===== src/rtl/uart_fifo_tx_ctrl.sv =====
// uart_fifo_tx_ctrl: pops bytes from the UART FIFO and hands them to the byte transmitter (streaming or burst).
// Optional `define UART_TX_CTRL_TIMEOUT_EN: flushes stale sub-threshold burst data after TIMEOUT_CYCLES idle clocks.
module uart_fifo_tx_ctrl #(
  parameter int unsigned GAP_CYCLES     = 0,
  parameter int unsigned TIMEOUT_CYCLES = 1000,
  parameter int unsigned CNT_W          = 16
) (
  input  logic             clk,
  input  logic             rst,
  input  logic             en,
  input  logic             burst_mode,
  input  logic             flush,
  input  logic             fifo_empty,
  input  logic             fifo_thr_trigger,
  input  logic [7:0]       fifo_dout,
  output logic             fifo_pop,
  input  logic             tx_ready,
  output logic             tx_start,
  output logic [7:0]       tx_data,
  output logic             busy,
  output logic             drain_done,
  output logic [CNT_W-1:0] bytes_sent
);

  typedef enum logic [2:0] {
    S_IDLE,
    S_POP,
    S_CAPTURE,
    S_SEND,
    S_GAP
  } state_t;

  localparam logic [7:0] GAP_LAST = (GAP_CYCLES > 0) ? 8'(GAP_CYCLES - 1) : 8'd0;

  state_t           state_q, state_d;
  logic [7:0]       tx_data_q, tx_data_d;
  logic [CNT_W-1:0] bytes_sent_q, bytes_sent_d;
  logic             flush_pend_q, flush_pend_d;
  logic             draining_q, draining_d;
  logic [7:0]       gap_cnt_q, gap_cnt_d;
  logic             timeout_hit;
  logic             next_byte;

  always_comb begin
    state_d      = state_q;
    tx_data_d    = tx_data_q;
    bytes_sent_d = bytes_sent_q;
    draining_d   = draining_q;
    gap_cnt_d    = gap_cnt_q;
    flush_pend_d = flush_pend_q | flush | timeout_hit;
    fifo_pop     = 1'b0;
    tx_start     = 1'b0;
    drain_done   = 1'b0;
    next_byte    = 1'b0;

    case (state_q)
      S_IDLE: begin
        if (fifo_empty && (flush_pend_q || draining_q)) begin
          drain_done   = 1'b1;
          flush_pend_d = 1'b0;
          draining_d   = 1'b0;
        end else if (en && !fifo_empty &&
                     (!burst_mode || fifo_thr_trigger || flush_pend_q || draining_q)) begin
          state_d    = S_POP;
          draining_d = burst_mode | flush_pend_q | draining_q;
        end
      end
      S_POP: begin
        fifo_pop = 1'b1;
        state_d  = S_CAPTURE;
      end
      S_CAPTURE: begin
        tx_data_d = fifo_dout;
        state_d   = S_SEND;
      end
      S_SEND: begin
        tx_start = tx_ready;
        if (tx_ready) begin
          bytes_sent_d = bytes_sent_q + CNT_W'(1);
          if (GAP_CYCLES > 0) begin
            state_d   = S_GAP;
            gap_cnt_d = 8'd0;
          end else begin
            next_byte = 1'b1;
          end
        end
      end
      S_GAP: begin
        if (gap_cnt_q == GAP_LAST) next_byte = 1'b1;
        else                       gap_cnt_d = gap_cnt_q + 8'd1;
      end
      default: state_d = S_IDLE;
    endcase

    // A drain was entered only in burst/flush context and streaming always continues,
    // so burst_mode itself is not re-sampled until the FSM is back in IDLE.
    if (next_byte) begin
      state_d = (en && !fifo_empty) ? S_POP : S_IDLE;
      if (draining_q && fifo_empty) begin
        drain_done   = 1'b1;
        draining_d   = 1'b0;
        flush_pend_d = 1'b0;
      end
    end
  end

  always_ff @(posedge clk or posedge rst) begin
    if (rst) begin
      state_q      <= S_IDLE;
      tx_data_q    <= 8'd0;
      bytes_sent_q <= '0;
      flush_pend_q <= 1'b0;
      draining_q   <= 1'b0;
      gap_cnt_q    <= 8'd0;
    end else begin
      state_q      <= state_d;
      tx_data_q    <= tx_data_d;
      bytes_sent_q <= bytes_sent_d;
      flush_pend_q <= flush_pend_d;
      draining_q   <= draining_d;
      gap_cnt_q    <= gap_cnt_d;
    end
  end

`ifdef UART_TX_CTRL_TIMEOUT_EN
  localparam int unsigned TO_W = $clog2(TIMEOUT_CYCLES + 1);
  localparam logic [TO_W-1:0] TO_LAST = TO_W'(TIMEOUT_CYCLES - 1);

  logic [TO_W-1:0] to_cnt_q, to_cnt_d;
  logic            to_run;

  // Runs only while sub-threshold data sits in IDLE; any other condition restarts it.
  always_comb begin
    to_run      = (state_q == S_IDLE) && burst_mode && !fifo_empty && !fifo_thr_trigger;
    to_cnt_d    = '0;
    timeout_hit = 1'b0;
    if (to_run) begin
      if (to_cnt_q == TO_LAST) timeout_hit = 1'b1;
      else                     to_cnt_d    = to_cnt_q + TO_W'(1);
    end
  end

  always_ff @(posedge clk or posedge rst) begin
    if (rst) to_cnt_q <= '0;
    else     to_cnt_q <= to_cnt_d;
  end
`else
  logic unused_timeout_cfg;
  assign unused_timeout_cfg = ^TIMEOUT_CYCLES;
  assign timeout_hit        = 1'b0;
`endif

  assign tx_data    = tx_data_q;
  assign bytes_sent = bytes_sent_q;
  assign busy       = (state_q != S_IDLE);

endmodule


===== config.mk =====
export PLATFORM = sky130hd
export DESIGN_NAME = uart_fifo_tx_ctrl
export DESIGN_NICKNAME = d
export VERILOG_FILES = /design/src/rtl/uart_fifo_tx_ctrl.sv
export SDC_FILE = /design/constraint.sdc
export NUM_CORES = 1
export LEC_CHECK = 0
export BUFFER_PORTS_ARGS = -buffer_cell sky130_fd_sc_hd__buf_2
export CAP_MARGIN = 25
export CORE_MARGIN = 4
export CORE_UTILIZATION = 50
export CTS_CLUSTER_SIZE = 24
export DETAILED_ROUTE_END_ITERATION = 8
export PLACE_DENSITY = 0.9
export SYNTH_ARGS = -nofsm -noshare
export SYNTH_HDL_FRONTEND = slang
export SYNTH_SLANG_ARGS = --single-unit

===== constraint.sdc =====
create_clock -name clk -period 2.35 [get_ports clk]
set_input_delay 0.3525 -clock clk [delete_from_list [all_inputs] [get_ports clk]]
set_output_delay 0.3525 -clock clk [all_outputs]
set_load 0.05 [all_outputs]

==> out/metrics.cfg <==
[status]
run_status=completed

[layout]
final_cell_mix=42 x buf_2, 28 x dfrtp_1, 12 x nand2_1, 12 x xnor2_1, 9 x mux2_2
num-nets-final=180
antenna_cells=0
drive_gt1_share_pct=40.1
final_cells=187
fin_area_um2=1630
final_common_cell=buf_2
final_core_utilization_pct=65.1
layout-area-overhead-vs-synth_pct=24.0

[power_and_ir_drop]
p_switching_mw=1.00
irDropWorstVdd_v=0.000810
sequentialPowerShare_pct=34.8
power_density_nw_per_um2=1300
power.internal_mw=1.12
p_leak_nw=0.852
swShare_pct=47.1
clkPwrFrac_pct=14.6
p_comb_share_pct=50.5

[sta]
slew-limit-headroom_pct=75.6
finClkSkew_ps=4.89
finalCritPeriodShare_pct=92.1
setup_viol=0
max_freq_mhz=462
finalHoldViolations=0
worst_pin_slew_ps=365
holdWs_ps=52.1
report.final.slew_viol_count=0
rsz0062_at_grt=no
fin_crit_ps=2170
setup_tns_ps=0

[yosys]
synth-seq-area-share_pct=53.4
syn_area_um2=1310
synth_area_per_cell_um2=11.9
syn_nets=132
netlist-cell-type-count=26
synth_top_area_cell=dfrtp_1
synth.top_cells.by_area=dfrtp_1 53%, xnor2_1 8.0%, mux2_2 7.7%
yosysWarnings=0
ys_ff_latch=28
syn_inst=110
synth_top_area_share_pct=53.4

[floorplan]
die_h_um=59.2
core_area_um2=2500
io_pins=44
fp.dieW_um=59.2
dieArea_um2=3510
num_rows=18
initial_core_util_pct=52.5

[route]
wl_mm=2.61
post_drt_wl_per_cell_um=13.9
viasPerCell=5.27
drt-initial-drc-count=16
ant_nets=0
firstDrtPassIters=4
drcViolationCount=0
via_count=986

[global_route]
grt_use_total_pct=16.5
antenna_found_initial=0
overflow=0
grt_max_degree=29
grt_pass1_vias=1017
grt_pass1_wl_mm=4.47

[clocking]
htree_levels=1
postCtsSetupRepairBufs=0
holdBufCountCts=0
clkSinkCount=28
numCtsBuffers=3
ctsResizeCount=0
clock_latency_ps=320
clk_pin_slew_worst_paths_ps=150
cts.path.max_buffers=2
cts-root-buf=clkbuf_4
cts_tree=built

[place]
dpl_cell_area_um2=1570
globalplace.congestion=0.693
dpl.cell_count=183
hpwl_mm=2.09
io_buffers=43

[critical_path]
r2r-end=state_q[0]
critPathKind=register to output port
crit_path_end_kind=output port
cp-start-kind=register
rr_startpoint=state_q[0]
reg2reg_slack_ps=750
cp-startpoint=state_q[1]
cp_max_fo=6
crit_arrival_ps=1810
required_ps=2000
rr_worst_depth=5

[job]
maxCapViolCount=0

[hold_path]
hold_class=input pin to asynchronous set/reset pin

==> state kept, by name, summed over array words and instances (netlist names) <==
name,flops
bytes_sent,16
state_q,2
flush_pend_q,1
tx_data,8
draining_q,1
==> synth_stat cells <==
cell type and n:
dfrtp_1 28, mux2_2 9, ha_1 6, o21ai_0 1, nand2_1 12, and3_1 2, a21boi_0 1, nor3_2 1
nor4_4 1, nand3_1 6, a221oi_2 1, inv_1 7, and4_1 1, nand2b_1 1, nor2_1 6, clkbuf_1 1
o22ai_2 1, nor2b_1 1, a21o_1 1, a31oi_1 1, a22o_1 1, o41a_1 1, nand4_2 1, xnor2_1 12
nand4_1 4, xor2_1 3
==> metal layers <==
| metal | GRT usage, % | up-vias | share of wire (%) |
|---|---|---|---|
| met5 | 0 | - | 0 |
| met4 | 5.18 | 0 | 0.54 |
| met3 | 2.83 | 2 | 6.2 |
| met2 | 29.0 | 32 | 52 |
| met1 | 20.5 | 482 | 42 |
| li1 | - | 470 | - |
==> area by class of cell <==
| class | instances | area [um2] |
|---|---|---|
| multi-input combinational | 74 | 586 |
| clock inverter | 1 | 30.0 |
| clock buffer | 3 | 22.5 |
| timing repair buffer | 44 | 225 |
| inverter | 7 | 26.3 |
| tap | 30 | 37.5 |
| fill | 195 | 872 |
| sequential | 28 | 701 |
==> cell families after synthesis <==
logic type	share of synthesized area, %
and+or+nand+nor	15.3
DFF	53.4
xor gates and xnor gates	10.0
muxes	7.72
AOI/OAI and AO/OA	5.62
buffers and inverters	2.29
adders and majority gates	5.72
==> power by group through the flow <==
stage / sequential (mW) / combinational (mW) / clock [mW]
2_1_floorplan: 1.10 / 0.481 / 0
3_3_place_gp: 0.735 / 1.03 / 0
3_5_place_dp: 0.752 / 1.07 / 0
4_1_cts: 0.741 / 1.08 / 0.320
5_1_grt: 0.764 / 1.14 / 0.336
6_report: 0.740 / 1.07 / 0.311
==> worst max-delay path by stage <==
stage / to / cells after the start
2_1_floorplan: drain_done / 5
3_3_place_gp: drain_done / 6
3_5_place_dp: drain_done / 6
4_1_cts: drain_done / 6
5_1_grt: drain_done / 6
6_report: drain_done / 6
==> critical path: stages (launching register included) <==
cell and delay (ps):
dfrtp_1 440, ha_1 210, nand2_1 150, inv_1 180, nand2_1 90, a21boi_2 170, clkbuf_4 260
==> per-stage QoR <==
| stage | power (mW) | setup WS (ps) |
|---|---|---|
| after floorplan | 1.58 | 223 |
| after global placement | 1.77 | 608 |
| after detailed placement | 1.83 | 541 |
| after CTS | 2.14 | 148 |
| after global routing | 2.24 | 19.3 |
| final | 2.12 | 185 |
Note: power is estimated with default switching activity, not from simulation.
